`src/rtl/gate_row_sequencer.sv`:
```
// Gate-driver row sequencer: walks the STV/CPV shift chain to a requested row, then gates OE.
// Optional GUARD phase before READY is enabled by defining GATE_SEQ_OE_GUARD_EN.
module gate_row_sequencer #(
  parameter int CPV_HALF = 50,
  parameter int MAX_ROWS = 3072,
  parameter int OE_GUARD = 20
) (
  input  logic        clk,
  input  logic        rst,
  input  logic        row_req,
  input  logic [11:0] row_addr,
  input  logic        gate_on,
  input  logic        abort,
  output logic        stv,
  output logic        cpv,
  output logic        oe,
  output logic        busy,
  output logic        row_ready,
  output logic        addr_err,
  output logic [11:0] cur_row
);

  localparam int CNT_MAX = (CPV_HALF > OE_GUARD) ? CPV_HALF : OE_GUARD;
  localparam int CW      = $clog2(CNT_MAX + 1);
  localparam logic [CW-1:0] HALF_LAST = CW'(CPV_HALF - 1);

  typedef enum logic [2:0] {
    IDLE,
    START,
    PULSE_HI,
    PULSE_LO,
`ifdef GATE_SEQ_OE_GUARD_EN
    GUARD,
`endif
    READY,
    DONE
  } state_t;

`ifdef GATE_SEQ_OE_GUARD_EN
  localparam logic [CW-1:0] GUARD_LAST   = CW'(OE_GUARD - 1);
  localparam state_t        AFTER_PULSES = GUARD;
`else
  localparam state_t        AFTER_PULSES = READY;
`endif

  state_t        state, state_next;
  logic [CW-1:0] cnt, cnt_next;
  logic [11:0]   pulse, pulse_next;
  logic [11:0]   target, target_next;
  logic [11:0]   cur_row_next;
  logic          seen, seen_next;
  logic          addr_ok;
  logic          phase_end;

  logic stv_d, cpv_d, oe_d, busy_d, row_ready_d, addr_err_d;

  assign addr_ok   = {1'b0, row_addr} < 13'(MAX_ROWS);
  assign phase_end = (cnt == HALF_LAST);

  // State and datapath registers
  always_ff @(posedge clk or posedge rst) begin
    if (rst) begin
      state   <= IDLE;
      cnt     <= '0;
      pulse   <= '0;
      target  <= '0;
      seen    <= 1'b0;
      cur_row <= '0;
    end else begin
      state   <= state_next;
      cnt     <= cnt_next;
      pulse   <= pulse_next;
      target  <= target_next;
      seen    <= seen_next;
      cur_row <= cur_row_next;
    end
  end

  // Next-state and datapath update
  always_comb begin
    state_next = state;
    case (state)
      IDLE:     if (row_req && !abort && addr_ok) state_next = START;
      START:    if (phase_end) state_next = PULSE_HI;
      PULSE_HI: if (phase_end) state_next = PULSE_LO;
      PULSE_LO: if (phase_end) state_next = (pulse == target) ? AFTER_PULSES : PULSE_HI;
`ifdef GATE_SEQ_OE_GUARD_EN
      GUARD:    if (cnt == GUARD_LAST) state_next = READY;
`endif
      READY:    if (seen && !gate_on) state_next = DONE;
      DONE:     state_next = IDLE;
      default:  state_next = IDLE;
    endcase
    if (abort && state != IDLE) state_next = IDLE;

    // Phase counter restarts on every state change; untimed states keep it at zero
    if (state_next != state || state == IDLE || state == READY || state == DONE)
      cnt_next = '0;
    else
      cnt_next = cnt + CW'(1);

    pulse_next   = pulse;
    target_next  = target;
    cur_row_next = cur_row;
    if (state == IDLE && state_next == START) begin
      pulse_next  = '0;
      target_next = row_addr;
    end
    if (state == PULSE_LO && state_next == PULSE_HI) pulse_next = pulse + 12'd1;
    if (state == PULSE_HI && state_next == PULSE_LO) cur_row_next = pulse;

    seen_next = (state == READY) ? (seen | gate_on) : 1'b0;
  end

  // Output decode from the upcoming state, registered below
  always_comb begin
    busy_d      = (state_next != IDLE);
    stv_d       = (state_next == START) || (state_next == PULSE_HI && pulse_next == 12'd0);
    cpv_d       = (state_next == PULSE_HI);
    row_ready_d = (state_next == READY);
    oe_d        = (state_next == READY) && gate_on;
    addr_err_d  = (state == IDLE) && row_req && !abort && !addr_ok;
  end

  always_ff @(posedge clk or posedge rst) begin
    if (rst) begin
      stv       <= 1'b0;
      cpv       <= 1'b0;
      oe        <= 1'b0;
      busy      <= 1'b0;
      row_ready <= 1'b0;
      addr_err  <= 1'b0;
    end else begin
      stv       <= stv_d;
      cpv       <= cpv_d;
      oe        <= oe_d;
      busy      <= busy_d;
      row_ready <= row_ready_d;
      addr_err  <= addr_err_d;
    end
  end

endmodule

```
`config.mk`:
```
export PLATFORM = sky130hd
export DESIGN_NAME = gate_row_sequencer
export DESIGN_NICKNAME = d
export VERILOG_FILES = /design/src/rtl/gate_row_sequencer.sv
export SDC_FILE = /design/constraint.sdc
export NUM_CORES = 1
export LEC_CHECK = 0
export CAP_MARGIN = 0
export CORE_AREA = 2 2 73 75
export DETAILED_ROUTE_END_ITERATION = 8
export DIE_AREA = 0 0 75 77
export GPL_TIMING_DRIVEN = 1
export PLACE_DENSITY = 0.77
export SYNTH_ARGS = -nofsm -noshare
export SYNTH_HDL_FRONTEND = slang
export SYNTH_SLANG_ARGS = --single-unit
```
`constraint.sdc`:
```
create_clock -name clk -period 3.05 [get_ports clk]
set_input_delay 0.61 -clock clk [delete_from_list [all_inputs] [get_ports clk]]
set_output_delay 0.61 -clock clk [all_outputs]
set_load 0.005 [all_outputs]
```
* Word level (Yosys, flattened, before mapping)
Cells that the tools add are included.
Word-level totals: input bits 17, word-level logic and storage cells 63, output and inout port bits 18, flip-flop bits (word level) 52
Cells by class: eq/ne operators 12, bitwise logic cells 1, add/sub/neg operators 2, reductions and logical operators 23, muxes and demuxes 12, magnitude comparators 1
Operators with widths (count):
- 12-bit two-way mux | 2
- 3-bit two-way mux | 7
- 3-bit one-hot mux with 5 select lines | 1
- 12-bit by 1-bit adder with 12-bit output (second input constant) | 1
- 12-bit == test | 1
- 3-bit by 2-bit == test with 1-bit output (second input constant) | 4
- 1-bit logical AND | 12
- 12-bit zero test | 1
- 12-bit < comparator (second input constant) | 1
- 3-bit == test (second input constant) | 3
- 6-bit by 1-bit adder with 6-bit output (second input constant) | 1
- 3-bit by 1-bit == test with 1-bit output (second input constant) | 2
- 6-bit == test (second input constant) | 1
- 6-bit two-way mux | 1
- 3-bit nonzero test | 2
- 1-bit logical OR | 4
- 1-bit zero test | 3
- 3-bit zero test | 1
- 3-bit inequality test | 1
- 1-bit two-way mux | 1
- 1-bit OR | 1

* Longest topological paths before layout
Gate-level depths: netlist of the first run.
depth in word-level cells 13, mapped depth 10, depth with buffers taken out 9

* Worst setup path before layout of the first run
No wires, ideal clock.
path kind flip-flop to flip-flop, from reg cnt[0], to reg stv, cell stages (with the launch flop) 9, buffers on the path 0, data required time 2958 ps, library setup time 92 ps, data arrival time 2302 ps, slack 656 ps, clock period less this slack 2394 ps, path through dfrtp_1 -> ha_1 -> or3b_4 -> nor4_1 -> and4_1 -> and3_1 -> or4b_4 -> or3_1 -> o31ai_2
On the way: word-level cells in the longest chain between the ends 11, elaborated cells between the ends (all ways) 15, classes of those cells 3 x eq/ne; 7 x mux; 5 x reduce/logical
Ends and longest elaborated chain:
- start, declared | RTL line 47 | logic [CW-1:0] cnt, cnt_next;
- start signal, assigned | RTL line 71 | cnt <= cnt_next;
- 6-bit == test * | RTL line 58 | assign phase_end = (cnt == HALF_LAST);
- 3-bit two-way mux (on tied branches) | RTL line 86, 84, 85
- 3-bit one-hot mux with 5 select lines * | RTL line 82 | case (state)
- 3-bit two-way mux * | RTL line 94 | if (abort && state != IDLE) state_next = IDLE;
- 3-bit by 1-bit == test with 1-bit output | RTL line 105, 118
- 1-bit logical AND | RTL line 105 | if (state == IDLE && state_next == START) begin
- 12-bit two-way mux | RTL line 105
- 12-bit two-way mux | RTL line 109 | if (state == PULSE_LO && state_next == PULSE_HI) pulse_next = pulse + 12'd1;
- 12-bit zero test | RTL line 118 | stv_d = (state_next == START) || (state_next == PULSE_HI && pulse_next == 12'd0);
- 1-bit logical AND | RTL line 118
- 1-bit logical OR * | RTL line 118
- named net stv_d | RTL line 55 | logic stv_d, cpv_d, oe_d, busy_d, row_ready_d, addr_err_d;
- end signal, assigned | RTL line 134 | stv <= stv_d;
- end, declared | RTL line 14 | output logic stv,
The timed path passes the listed nets; every way through them passes the cells marked *. A chain may end at the register's enable or synchronous reset.

* Final worst setup path of the first run
from in abort, to reg stv
On the way: word-level cells in the longest chain between the ends 13, elaborated cells between the ends (all ways) 16, classes of those cells 2 x eq/ne; 5 x mux; 9 x reduce/logical
Ends and longest elaborated chain:
- start, declared | RTL line 13 | input logic abort,
- 1-bit zero test | RTL line 83 | IDLE: if (row_req && !abort && addr_ok) state_next = START;
- 1-bit logical AND (2 in series) | RTL line 83
- 3-bit two-way mux | RTL line 83
- 3-bit one-hot mux with 5 select lines | RTL line 82
- 3-bit two-way mux * | RTL line 94
- 3-bit by 1-bit == test with 1-bit output | RTL line 105, 118
- 1-bit logical AND | RTL line 105
- 12-bit two-way mux | RTL line 105
- 12-bit two-way mux | RTL line 109
- 12-bit zero test | RTL line 118
- 1-bit logical AND | RTL line 118
- 1-bit logical OR * | RTL line 118
- named net stv_d | RTL line 55
Marks and branches as above.

==> results.toml, run 1 <==
[run_status]
status = "finished, final reports clean"

[critical_path]
critPathSlowestCell = "clkdlybuf4s50_1"
crit_fanout = 6
cp.required_ns = 3.27
r2r-end = "stv"
crit_type = "in -> reg"
max_stage_delay_ns = 0.42
reg2regPathDepth = 8
crit_chain = "clkdlybuf4s50_1 > buf_4 > nor4bb_1 > nand2_1 > or3_1 > o21ai_0 > o311a_1 > nand4b_1 > o31ai_2"
cp.arrival_ns = 2.89
endpoint = "stv"
cp-start-kind = "input pin"
endpoint_kind = "flop"
crit-reg2reg-launch = "cnt[0]"
crit_start = "abort"
r2r_setup_slack_ns = 0.47

[synthesis]
async_flop_share = 1.00
synth.cell_area_um2 = 2620
ys_types = 51
syn-num-nets = 263
synth_edf_count = 0
ys_seq_elements = 52
avgSynthCellArea_um2 = 10.8
synth_top_area_share = 0.497
yosysWarnings = 0
ys_seq_area_frac = 0.497
synth_flop_cell = "dfrtp_1"
synth_area_leaders = "dfrtp_1 50%, mux2_2 9.9%, xor2_1 4.7%"
synthCells = 243
synth_top_cell_by_area = "dfrtp_1"

[placement]
dp_hpwl_um = 4260
gp_congestion = 0.855
io_buffers = 34
dp_slack_ns = 0.0593

[timing]
setup_viol = 0
layout_min_cycle_time_ns = 2.67
fmaxAchievable_ghz = 0.374
rsz0062_at_grt = "false"
fin_ws_ns = 0.378
fin_tns_setup_ns = 0
fin_skew_ns = 0.00328
period_share = 0.876
slew_headroom = 0.619
drv_slew = 0
tightest_slew_ns = 0.570
hold_violations = 0

[grt]
globalRouteOverflowTotal = 0
track_usage = 0.211
antenna_found_initial = 0
grt_first_pass_wirelength_um = 9400
grt_max_degree = 28
first_global_vias = 1954

[clocking]
cts_buffers = 5
clk_pin_slew_ns = 0.09
htree_levels = 2
ctsHoldBuffers = 0
root_buffer = "clkbuf_8"
clk_latency_ns = 0.30
cts_resized = 0
post-cts-setup-buffers = 0
cts_tree = "built"
clock_sinks = 52
ctsLongestPathBuffers = 2

[finish]
fin_util = 0.629
area_delta_synth_final_pct = 19.6
fin_nets = 299
n_antenna_cell = 0
drive_gt1_frac = 0.168

[floorplan]
die_x_um = 75
core-area_um2 = 4980
die_h_um = 77
rows = 26
initial_core_util = 0.526
io-pin-count = 35
die_area_um2 = 5780

[power_and_ir_drop]
ir_worst_vdd_mv = 0.374
pwr-share-clk = 0.307
internal-power_uw = 993
seq_power_share = 0.578
leakage_uw = 0.00139
comb_power_share = 0.115
p_per_area_nw_per_um2 = 419
switching_share = 0.242
power_uw = 1310
power_switching_uw = 317

[detailed_routing]
ant_nets = 0
routedWlPerCell_um = 15.5
drc = 0
vias = 1971
via_per_inst = 5.63
wirelength_um = 5430
first_iter_violations = 175
first_pass_iters = 4

[hold_path]
holdPathStages = 2
hold_path_class = "reg -> reg"

[run]
drv_cap = 0
power by group through the flow:
stage | sequential [uW] | combinational (uW) | clock, uW
2_1_floorplan | 762 | 101 | 0
3_5_place_dp | 772 | 153 | 0
6_report | 757 | 151 | 402
4_1_cts | 758 | 154 | 407
3_3_place_gp | 770 | 148 | 0
5_1_grt | 763 | 170 | 441
sequential cells by signal, indices dropped and copies added, names as in the netlist:
signal and cells:
addr_err 1, seen 1, oe 1, row_ready 1
cpv 1, state 3, cnt 6, cur_row 12
pulse 12, stv 1, busy 1, target 12
cell usage after synthesis (5+ instances only):
cell type and instances:
dfrtp_1 52, o21ai_0 7, inv_1 6, nor2_1 21
nand2_1 24, nand4_1 7, mux2i_1 5, xor2_1 14
mux2_2 23, nand3_1 10, nor4_1 8
worst max-delay path, delay by kind of cell:
| kind | cells | cell delay, ns |
|---|---|---|
| AND/OR/NAND/NOR | 4 | 1.04 |
| AO/OA/AOI/OAI | 3 | 0.64 |
| buffers and inverters | 2 | 0.58 |
routing by layer:
layer  vias to the layer above  track usage  share of wire  routed length [um]
met5                         -            0              0                   0
met4                         0       0.0607          0.011                  59
met3                         4       0.0276          0.047                 256
met2                        66        0.325           0.48                2620
met1                       955        0.310           0.46                2490
li1                        946            -              -                   -
layout make-up:
cell class | instances | area, um2
repair buffers | 41 | 405
inverters | 6 | 22.5
flip-flops and latches | 52 | 1300
fillers | 420 | 1850
clock inverters | 2 | 10.0
clock buffers | 6 | 82.6
well taps | 70 | 87.6
multi-input cells | 173 | 1220
stage by stage:
step / cell area, um2 / hold slack, ns / cells
final: 3130 / 0.486 / 350
after global routing: 3130 / 0.504 / 350
after CTS: 3130 / 0.490 / 350
after detailed placement: 3040 / 0.470 / 342
after global placement: 3040 / 0.460 / 342
after floorplan: 2620 / 0.461 / 243
worst min path at each step:
| stage | startpoint | endpoint | slack (ns) |
|---|---|---|---|
| 2_1_floorplan | cnt[0] | cnt[0] | 0.46 |
| 3_3_place_gp | cur_row[7] | cur_row[7] | 0.46 |
| 3_5_place_dp | cur_row[7] | cur_row[7] | 0.47 |
| 4_1_cts | cur_row[7] | cur_row[7] | 0.49 |
| 5_1_grt | cur_row[7] | cur_row[7] | 0.50 |
| 6_report | cur_row[7] | cur_row[7] | 0.49 |
layout by cell type, fill, tap and decap left out, types with 5 or more instances in the layout:
cell              n
mux2_2           23
dfrtp_1          52
clkdlybuf4s50_1  34
nand3_1          10
clkbuf_8          6
o21ai_0           7
nor4_1            8
nand2_1          24
xor2_1           14
nand4_1           7
inv_1             5
mux2i_1           5
buf_4             6
nor2_1           21
logic make-up (layout without fill, tap and decap cells):
group,count (synthesis),in the layout,share of synthesized area
AO/OA/AOI/OAI,28,28,0.0789
XOR/XNOR,16,16,0.0536
adder cells (fa/ha/maj),3,3,0.0143
buffers and inverters,18,55,0.0363
flip-flops,52,52,0.497
multiplexers,28,28,0.118
AND/OR/NAND/NOR,98,98,0.201
(Power assumes the default switching activity.)
==> run 2, diff against run 1 <==
CORE_AREA = 2 2 84 86   (was 2 2 73 75)
DIE_AREA = 0 0 86 88   (was 0 0 75 77)
GPL_TIMING_DRIVEN = default   (was 1)
PLACE_DENSITY = default   (was 0.77)
==> run 2 against run 1 <==
Effect of this change:
- non-clock buffer count rose by 1
- first-iteration DRC count increased by 25%
- clock power decreased by 2%
- fmax down 0.84%
- global-route usage fell by 4.2 points
- largest cell class unchanged
==> results.toml, run 2 (synthesized netlist as in run 1, its figures left out) <==
[run_status]
status = "finished, final reports clean"

[floorplan]
die_x_um = 86
initial_core_util = 0.394
die_area_um2 = 7570
rows = 30
core-area_um2 = 6640
io-pin-count = 35
die_h_um = 88

[detailed_routing]
first_pass_iters = 4
vias = 1993
drc = 0
first_iter_violations = 218
via_per_inst = 5.52
ant_nets = 0
wirelength_um = 5910
routedWlPerCell_um = 16.4

[critical_path]
cp.required_ns = 3.28
crit_type = "in -> reg"
crit-reg2reg-launch = "cnt[0]"
r2r-end = "stv"
r2r_setup_slack_ns = 0.50
reg2regPathDepth = 8
cp-start-kind = "input pin"
endpoint_kind = "flop"
crit_fanout = 6
cp.arrival_ns = 2.93

[timing]
slew_headroom = 0.610
rsz0062_at_grt = "false"
drv_slew = 0
fmaxAchievable_ghz = 0.371
tightest_slew_ns = 0.584
hold_violations = 0
fin_skew_ns = 0.00879
fin_tns_setup_ns = 0
layout_min_cycle_time_ns = 2.69
period_share = 0.883
setup_viol = 0

[finish]
fin_nets = 300
drive_gt1_frac = 0.171
reg_top3 = "cur_row: 12 flops, pulse: 12 flops, target: 12 flops"
layout_common_cells = "52 x dfrtp_1, 34 x clkdlybuf4s50_1, 24 x nand2_1"
n_antenna_cell = 0
n_fill_cell = 623
area_delta_synth_final_pct = 20.2
layout_commonest_cell = "dfrtp_1"
fin_util = 0.473
multi_input_area_um2 = 1220
regArea_um2 = 1300

[clocking]
cts_tree = "built"
post-cts-setup-buffers = 0
clk_latency_ns = 0.31
root_buffer = "clkbuf_8"
htree_levels = 2
ctsLongestPathBuffers = 2
clk_pin_slew_ns = 0.10
clock_sinks = 52
cts_buffers = 5
ctsHoldBuffers = 0
cts_resized = 0

[power_and_ir_drop]
seq_power_share = 0.581
power_switching_uw = 334
ir_worst_vdd_mv = 0.164
comb_power_share = 0.117
leakage_uw = 0.00139
switching_share = 0.256
internal-power_uw = 971
pwr-share-clk = 0.302
p_per_area_nw_per_um2 = 415

[grt]
globalRouteOverflowTotal = 0
first_global_vias = 2005
antenna_found_initial = 0
track_usage = 0.170
grt_first_pass_wirelength_um = 9900
grt_max_degree = 28

[placement]
gp_congestion = 0.877
io_buffers = 34
dp_hpwl_um = 4420

[hold_path]
hold_path_class = "reg -> reg"
holdPathStages = 2
hold_end = "cur_row[7]"
hp-start = "cur_row[7]"

[run]
drv_cap = 0
## run 2: how the worst max path moves through the flow
stage	endpoint	cells past startpoint	from	slack [ns]
4_1_cts	stv	9	abort	0.36
3_5_place_dp	stv	9	abort	0.02
5_1_grt	stv	8	abort	0.11
2_1_floorplan	stv	8	cnt[0]	0.66
6_report	stv	9	abort	0.36
3_3_place_gp	stv	9	abort	0.1
## run 2: critical path, stage by stage
cell,delay (ns)
clkdlybuf4s50_1,0.42
buf_4,0.16
nor4bb_1,0.32
nand2_1,0.21
or3_1,0.40
o21ai_0,0.23
o311a_1,0.21
nand4b_1,0.12
o31ai_2,0.23
## run 2: power groups by stage
stage	logic (uW)	clock network, uW	registers (uW)
2_1_floorplan	101	0	762
3_3_place_gp	151	0	771
3_5_place_dp	154	0	774
4_1_cts	155	413	759
5_1_grt	170	439	765
6_report	152	395	759
## run 2: layout make-up
| cell class | count | area share |
|---|---|---|
| Sequential cell | 52 | 0.414 |
| Multi-Input combinational cell | 173 | 0.388 |
| Timing Repair Buffer | 42 | 0.131 |
| Tap cell | 80 | 0.0318 |
| Clock buffer | 5 | 0.0219 |
| Inverter | 6 | 0.00716 |
| Clock inverter | 3 | 0.00597 |
## run 2: layer usage
metal | wire [um] | vias up | track usage | part of all wire
li1 | - | 949 | - | -
met2 | 2680 | 57 | 0.255 | 0.45
met5 | 0 | - | 0 | 0
met1 | 2840 | 975 | 0.238 | 0.48
met4 | 140 | 0 | 0.0823 | 0.024
met3 | 243 | 12 | 0.0283 | 0.041
## run 2: stage by stage
step                      cells  power (uW)  cell area (um2)  worst slack, ns  hold WS, ns
after floorplan             243         864             2620            0.656        0.461
after CTS                   361        1330             3140            0.361        0.492
final                       361        1310             3140            0.355        0.486
after global placement      353         921             3060           0.0972        0.461
after global routing        361        1370             3140            0.106        0.509
after detailed placement    353         928             3060           0.0182        0.469
==> variant 1: new RTL, settings of run 1 <==
Set the parameter `CPV_HALF` to 25 (it was 50).
--- a/src/rtl/gate_row_sequencer.sv
+++ b/src/rtl/gate_row_sequencer.sv
@@ -2,5 +2,5 @@
 // Optional GUARD phase before READY is enabled by defining GATE_SEQ_OE_GUARD_EN.
 module gate_row_sequencer #(
-  parameter int CPV_HALF = 50,
+  parameter int CPV_HALF = 25,
   parameter int MAX_ROWS = 3072,
   parameter int OE_GUARD = 20
Behaviour: same outputs for any inputs over 10 cycles, from zero or initial values and one cycle with rst high; that may be too few to reach the edited logic, so the function may still have changed.
==> variant 1 against run 1 <==
Die area is the same; clock skew is essentially flat; core utilization shrank 0.80 points; cell count grew 5.4%; critical path depth is the same; cell area shrank 1.3%; power is essentially flat; worst setup slack gained 0.094 ns; routed wire length shrank 0.55%; sequential cell count shrank 1; synthesized area shrank 1.2%; largest cell class unchanged; largest power group unchanged.
==> variant 1: results (changes against run 1) <==
grt_pass1_wl_um: 9211  # was 9404 um
dp_cells: 361  # was 342
critPathArrivalTime_ns: 2.80  # was 2.89 ns
synthesis.nets: 285  # was 263
status: "finished clean"  # unchanged
r2r_cells: 9  # was 8
nFillCells: 427  # was 420
syn_inst: 265  # was 243
clk_latency_ns: 0.30  # about the same
crit_path_max_fanout: 7  # was 6
dr.pass1.iters: 6  # was 4
synthAdderAreaFrac_pct: 1.453  # was 1.435%
synth_mux_area_share_pct: 5.811  # was 11.81%
seq_area_frac_synth_pct: 49.39  # was 49.74%
grt_max_degree: 44  # was 28
dp_slack_ns: 0.1631  # was 0.05931 ns
cts_setup_buffers: 0  # unchanged
postPlaceCellArea_sq_um: 2989  # was 3037 sq um
slew_headroom_pct: 42.32  # was 61.93%
min_delay_worst_endpoint: "cur_row[0]$_DFFE_PP0P_"  # was cur_row[7]$_DFFE_PP0P_
synth-xor-area-share_pct: 5.763  # was 5.356%
min_from: "cur_row[0]$_DFFE_PP0P_"  # was cur_row[7]$_DFFE_PP0P_
nets: 318  # was 299
drtIter0Drc: 211  # was 175
vias: 2042  # was 1971
drt_wl_total_um: 5399  # was 5429 um
synth_common_cells: "nand2_1, dfrtp_1, nor2_1"  # was dfrtp_1, nand2_1, mux2_2
hold_violations: 0  # unchanged
track_usage_pct: 20.67  # was 21.13%
p_leak_nw: 1.453  # was 1.389 nW
netSwitchingPower_uw: 317.5  # was 317.4 uW
dp_hpwl_um: 3864  # was 4263 um
cpPeakStageDelay_ns: 0.44  # was 0.42 ns
power_frac_clock_pct: 31.4  # was 30.7%
drive_gt1_share_pct: 11.04  # was 16.79%
synth_compound_area_share_pct: 8.136  # was 7.891%
viasPerCell: 5.534  # was 5.631
period_share_pct: 84.53  # was 87.61%
fin_skew_ns: 0.003662  # was 0.003278 ns
irDropWorstVdd_mv: 0.2685  # was 0.3739 mV
-- variant 1: metrics by stage --
| stage | utilization (%) | power (mW) |
|---|---|---|
| final | 62.07 | 1.311 |
| after CTS | 62.07 | 1.326 |
| after floorplan | - | 0.8542 |
| after global routing | 62.07 | 1.384 |
| after global placement | 60.06 | 0.9077 |
| after detailed placement | 60.06 | 0.9127 |
-- variant 1: cells by family after synthesis --
family | after synthesis
flops | 51
xor+xnor | 17
fa+ha+maj | 3
buf+inv | 26
simple gates | 125
mux | 14
compound gates | 29
-- variant 1: final cells by class --
cell class              count  area (sq um)  share of cell area [%]
clock buffers               8         100.1                   3.240
inverters                  12         45.04                   1.458
multi-input cells         188          1195                   38.68
flip-flops and latches     51          1276                   41.31
well taps                  70         87.58                   2.835
repair buffers             40         385.4                   12.47
-- variant 1: layer usage --
metal  track usage [%]  vias to the layer above  share of wire [%]
li1                  -                      979                  -
met2             31.40                       72                 48
met1             29.07                      976                 45
met5                 0                        -                  0
met4             7.679                        0                2.2
met3             3.942                       15                5.2
==> variant 2: new RTL, settings of run 1 <==
Made on the original files. The 6 states of `state_t` get a one-hot encoding in 6 bits.
--- a/src/rtl/gate_row_sequencer.sv
+++ b/src/rtl/gate_row_sequencer.sv
@@ -25,14 +25,14 @@
   localparam logic [CW-1:0] HALF_LAST = CW'(CPV_HALF - 1);
 
-  typedef enum logic [2:0] {
-    IDLE,
-    START,
-    PULSE_HI,
-    PULSE_LO,
+  typedef enum logic [5:0] {
+    IDLE     = 6'b000001,
+    START    = 6'b000010,
+    PULSE_HI = 6'b000100,
+    PULSE_LO = 6'b001000,
 `ifdef GATE_SEQ_OE_GUARD_EN
     GUARD,
 `endif
-    READY,
-    DONE
+    READY    = 6'b010000,
+    DONE     = 6'b100000
   } state_t;
 
Behaviour: no difference found for any inputs over 10 cycles, from zero or initial values and one cycle with rst high; not proved beyond that.
==> variant 2 against run 1 <==
Routed wire length is 10% higher; cell area is 12% higher; power is 6.9% higher; worst setup slack better by 0.051 ns; via count is 11% higher; die area stayed put; sequential share of layout area is 2.3 points lower; non-clock buffer count stayed put; cell count is 13% higher; sequential cell count is 3 higher; count of clock-buffer cells in the layout stayed put; synthesized area is 15% higher; largest cell class is now multi-input combinational cells.
==> variant 2: results (changes against run 1) <==
grt_antenna_before_repair: 0  # unchanged
irDropWorstVdd_mv: 0.2601  # was 0.3739 mV
p_leak_nw: 1.670  # was 1.389 nW
reg.largest.list: "cur_row (12), pulse (12), target (12)"  # unchanged
synth_common_cells: "dfrtp_1, nand2_1, xor2_1"  # was dfrtp_1, nand2_1, mux2_2
numCtsBuffers: 5  # unchanged
grt_pass1_wl_um: 10310  # was 9404 um
track_usage_pct: 23.31  # was 21.13%
crit_path_max_fanout: 12  # was 6
path_delay_family: "simple AND/OR/NAND/NOR gates"  # unchanged
postPlaceCellArea_sq_um: 3417  # was 3037 sq um
startpoint: "state[4]$_DFF_PP0_"  # was abort
cell_internal_pwr_mw: 1.036  # was 992.6 uW
nets: 345  # was 299
postRouteAntennaNets: 0  # unchanged
end_kind: "register"  # unchanged
drtIter0Drc: 130  # was 175
cts_max_level: 2  # unchanged
hold_path_class: "reg -> reg"  # unchanged
synth.area.top_cells: "dfrtp_1, nand2_1, xor2_1"  # was dfrtp_1, mux2_2, xor2_1
min_path_cells: 2  # unchanged
fin_skew_ns: 0.005671  # was 0.003278 ns
hold_ws_ns: 0.4920  # was 0.4857 ns
ys_types: 61  # was 51
r2r_cells: 7  # was 8
clk_latency_ns: 0.30  # about the same
num_antenna_cells: 0  # unchanged
cap_violations: 0  # unchanged
synth_flop_cell: "dfrtp_1"  # unchanged
viasPerCell: 5.527  # was 5.631
r2r_end: "stv$_DFF_PP0_"  # unchanged
r2r_slack_ns: 0.43  # was 0.47 ns
dp_hpwl_um: 4475  # was 4263 um
grt_pass1_vias: 2196  # was 1954
slowest_stage: "dfrtp_1"  # was clkdlybuf4s50_1
slew_headroom_pct: 59.77  # was 61.93%
cpPeakStageDelay_ns: 0.54  # was 0.42 ns
status: "finished clean"  # unchanged
critPathArrivalTime_ns: 2.80  # was 2.89 ns
drive_gt1_share_pct: 14.46  # was 16.79%
portBuffers: 34  # unchanged
grt_max_degree: 29  # was 28
seq_area_frac_synth_pct: 45.74  # was 49.74%
grtUsageMet3_pct: 4.205  # was 2.760%
wl_per_cell_um: 15.17  # was 15.51 um
gp_congestion: 0.9081  # was 0.8549
globalRoute.busiestLayer: "met2"  # unchanged
gr-usage-met1_pct: 33.42  # was 31.03%
use_met2_pct: 36.40  # was 32.46%
synthesis.nets: 312  # was 263
==> variant 2: cell types whose count changed in the layout (fill, tap and decap cells not counted), sizes merged, moves of 4 or more <==
cell / change
nor2: -5
o21ai: +7
inv: +9
nor3: +7
nand2: +30
mux2i: -5
mux2: -11
xor2: +4
nor4: -5
==> variant 2: worst min-delay path by stage <==
| stage | from | end |
|---|---|---|
| 2_1_floorplan | target[0]$_DFFE_PP0P_ | target[0]$_DFFE_PP0P_ |
| 3_3_place_gp | cur_row[3]$_DFFE_PP0P_ | cur_row[3]$_DFFE_PP0P_ |
| 3_5_place_dp | cur_row[10]$_DFFE_PP0P_ | cur_row[10]$_DFFE_PP0P_ |
| 4_1_cts | cur_row[10]$_DFFE_PP0P_ | cur_row[10]$_DFFE_PP0P_ |
| 5_1_grt | target[2]$_DFFE_PP0P_ | target[2]$_DFFE_PP0P_ |
| 6_report | cur_row[10]$_DFFE_PP0P_ | cur_row[10]$_DFFE_PP0P_ |
==> variant 2: tightest hold or removal path: cells and delay by family (launching register included) <==
kind	cells	cell delay (ns)
simple gates	1	0.05
compound gates	1	0.06
flops	1	0.35
==> variant 2: area by class of cell <==
cell class | instances | area, sq um
multi-input combinational | 207 | 1490
sequential | 55 | 1378
clock buffer | 6 | 82.58
clock inverter | 1 | 5.005
fill | 405 | 1473
timing repair buffer | 41 | 405.4
tap | 70 | 87.58
inverter | 15 | 56.30
==> variant 2: stage by stage <==
step / power (mW) / std cells / worst slack, ns / util [%]
after CTS: 1.413 / 395 / 0.4281 / 70.41
after detailed placement: 1.016 / 388 / 0.1623 / 68.65
after floorplan: 0.9505 / 292 / 0.6760 / -
after global routing: 1.475 / 395 / 0.1564 / 70.41
final: 1.401 / 395 / 0.4287 / 70.41
after global placement: 1.010 / 388 / 0.2306 / 68.65
==> variant 2: logic make-up (layout without fill, tap and decap cells) <==
| group | count (synthesis) | in the layout | synth area share (%) |
|---|---|---|---|
| AND/OR/NAND/NOR | 132 | 132 | 26.26 |
| adder cells (fa/ha/maj) | 3 | 3 | 1.246 |
| XOR/XNOR | 22 | 22 | 6.398 |
| multiplexers | 12 | 12 | 4.487 |
| AO/OA/AOI/OAI | 38 | 38 | 10.59 |
| flip-flops | 55 | 55 | 45.74 |
| buffers and inverters | 30 | 63 | 5.276 |
==> variant 2: power by group through the flow <==
stage               clock (mW)  combinational [mW]  sequential (mW)
floorplan                    0               0.144            0.806
finish                   0.400               0.199            0.801
CTS                      0.409               0.202            0.802
detailed placement           0               0.202            0.814
global placement             0               0.196            0.814
global route             0.445               0.223            0.807
==> variant 2: layer usage <==
layer / routed length (um) / part of all wire (%)
met5: 0 / 0
met4: 71 / 1.2
met3: 272 / 4.5
met2: 2780 / 46
met1: 2867 / 48
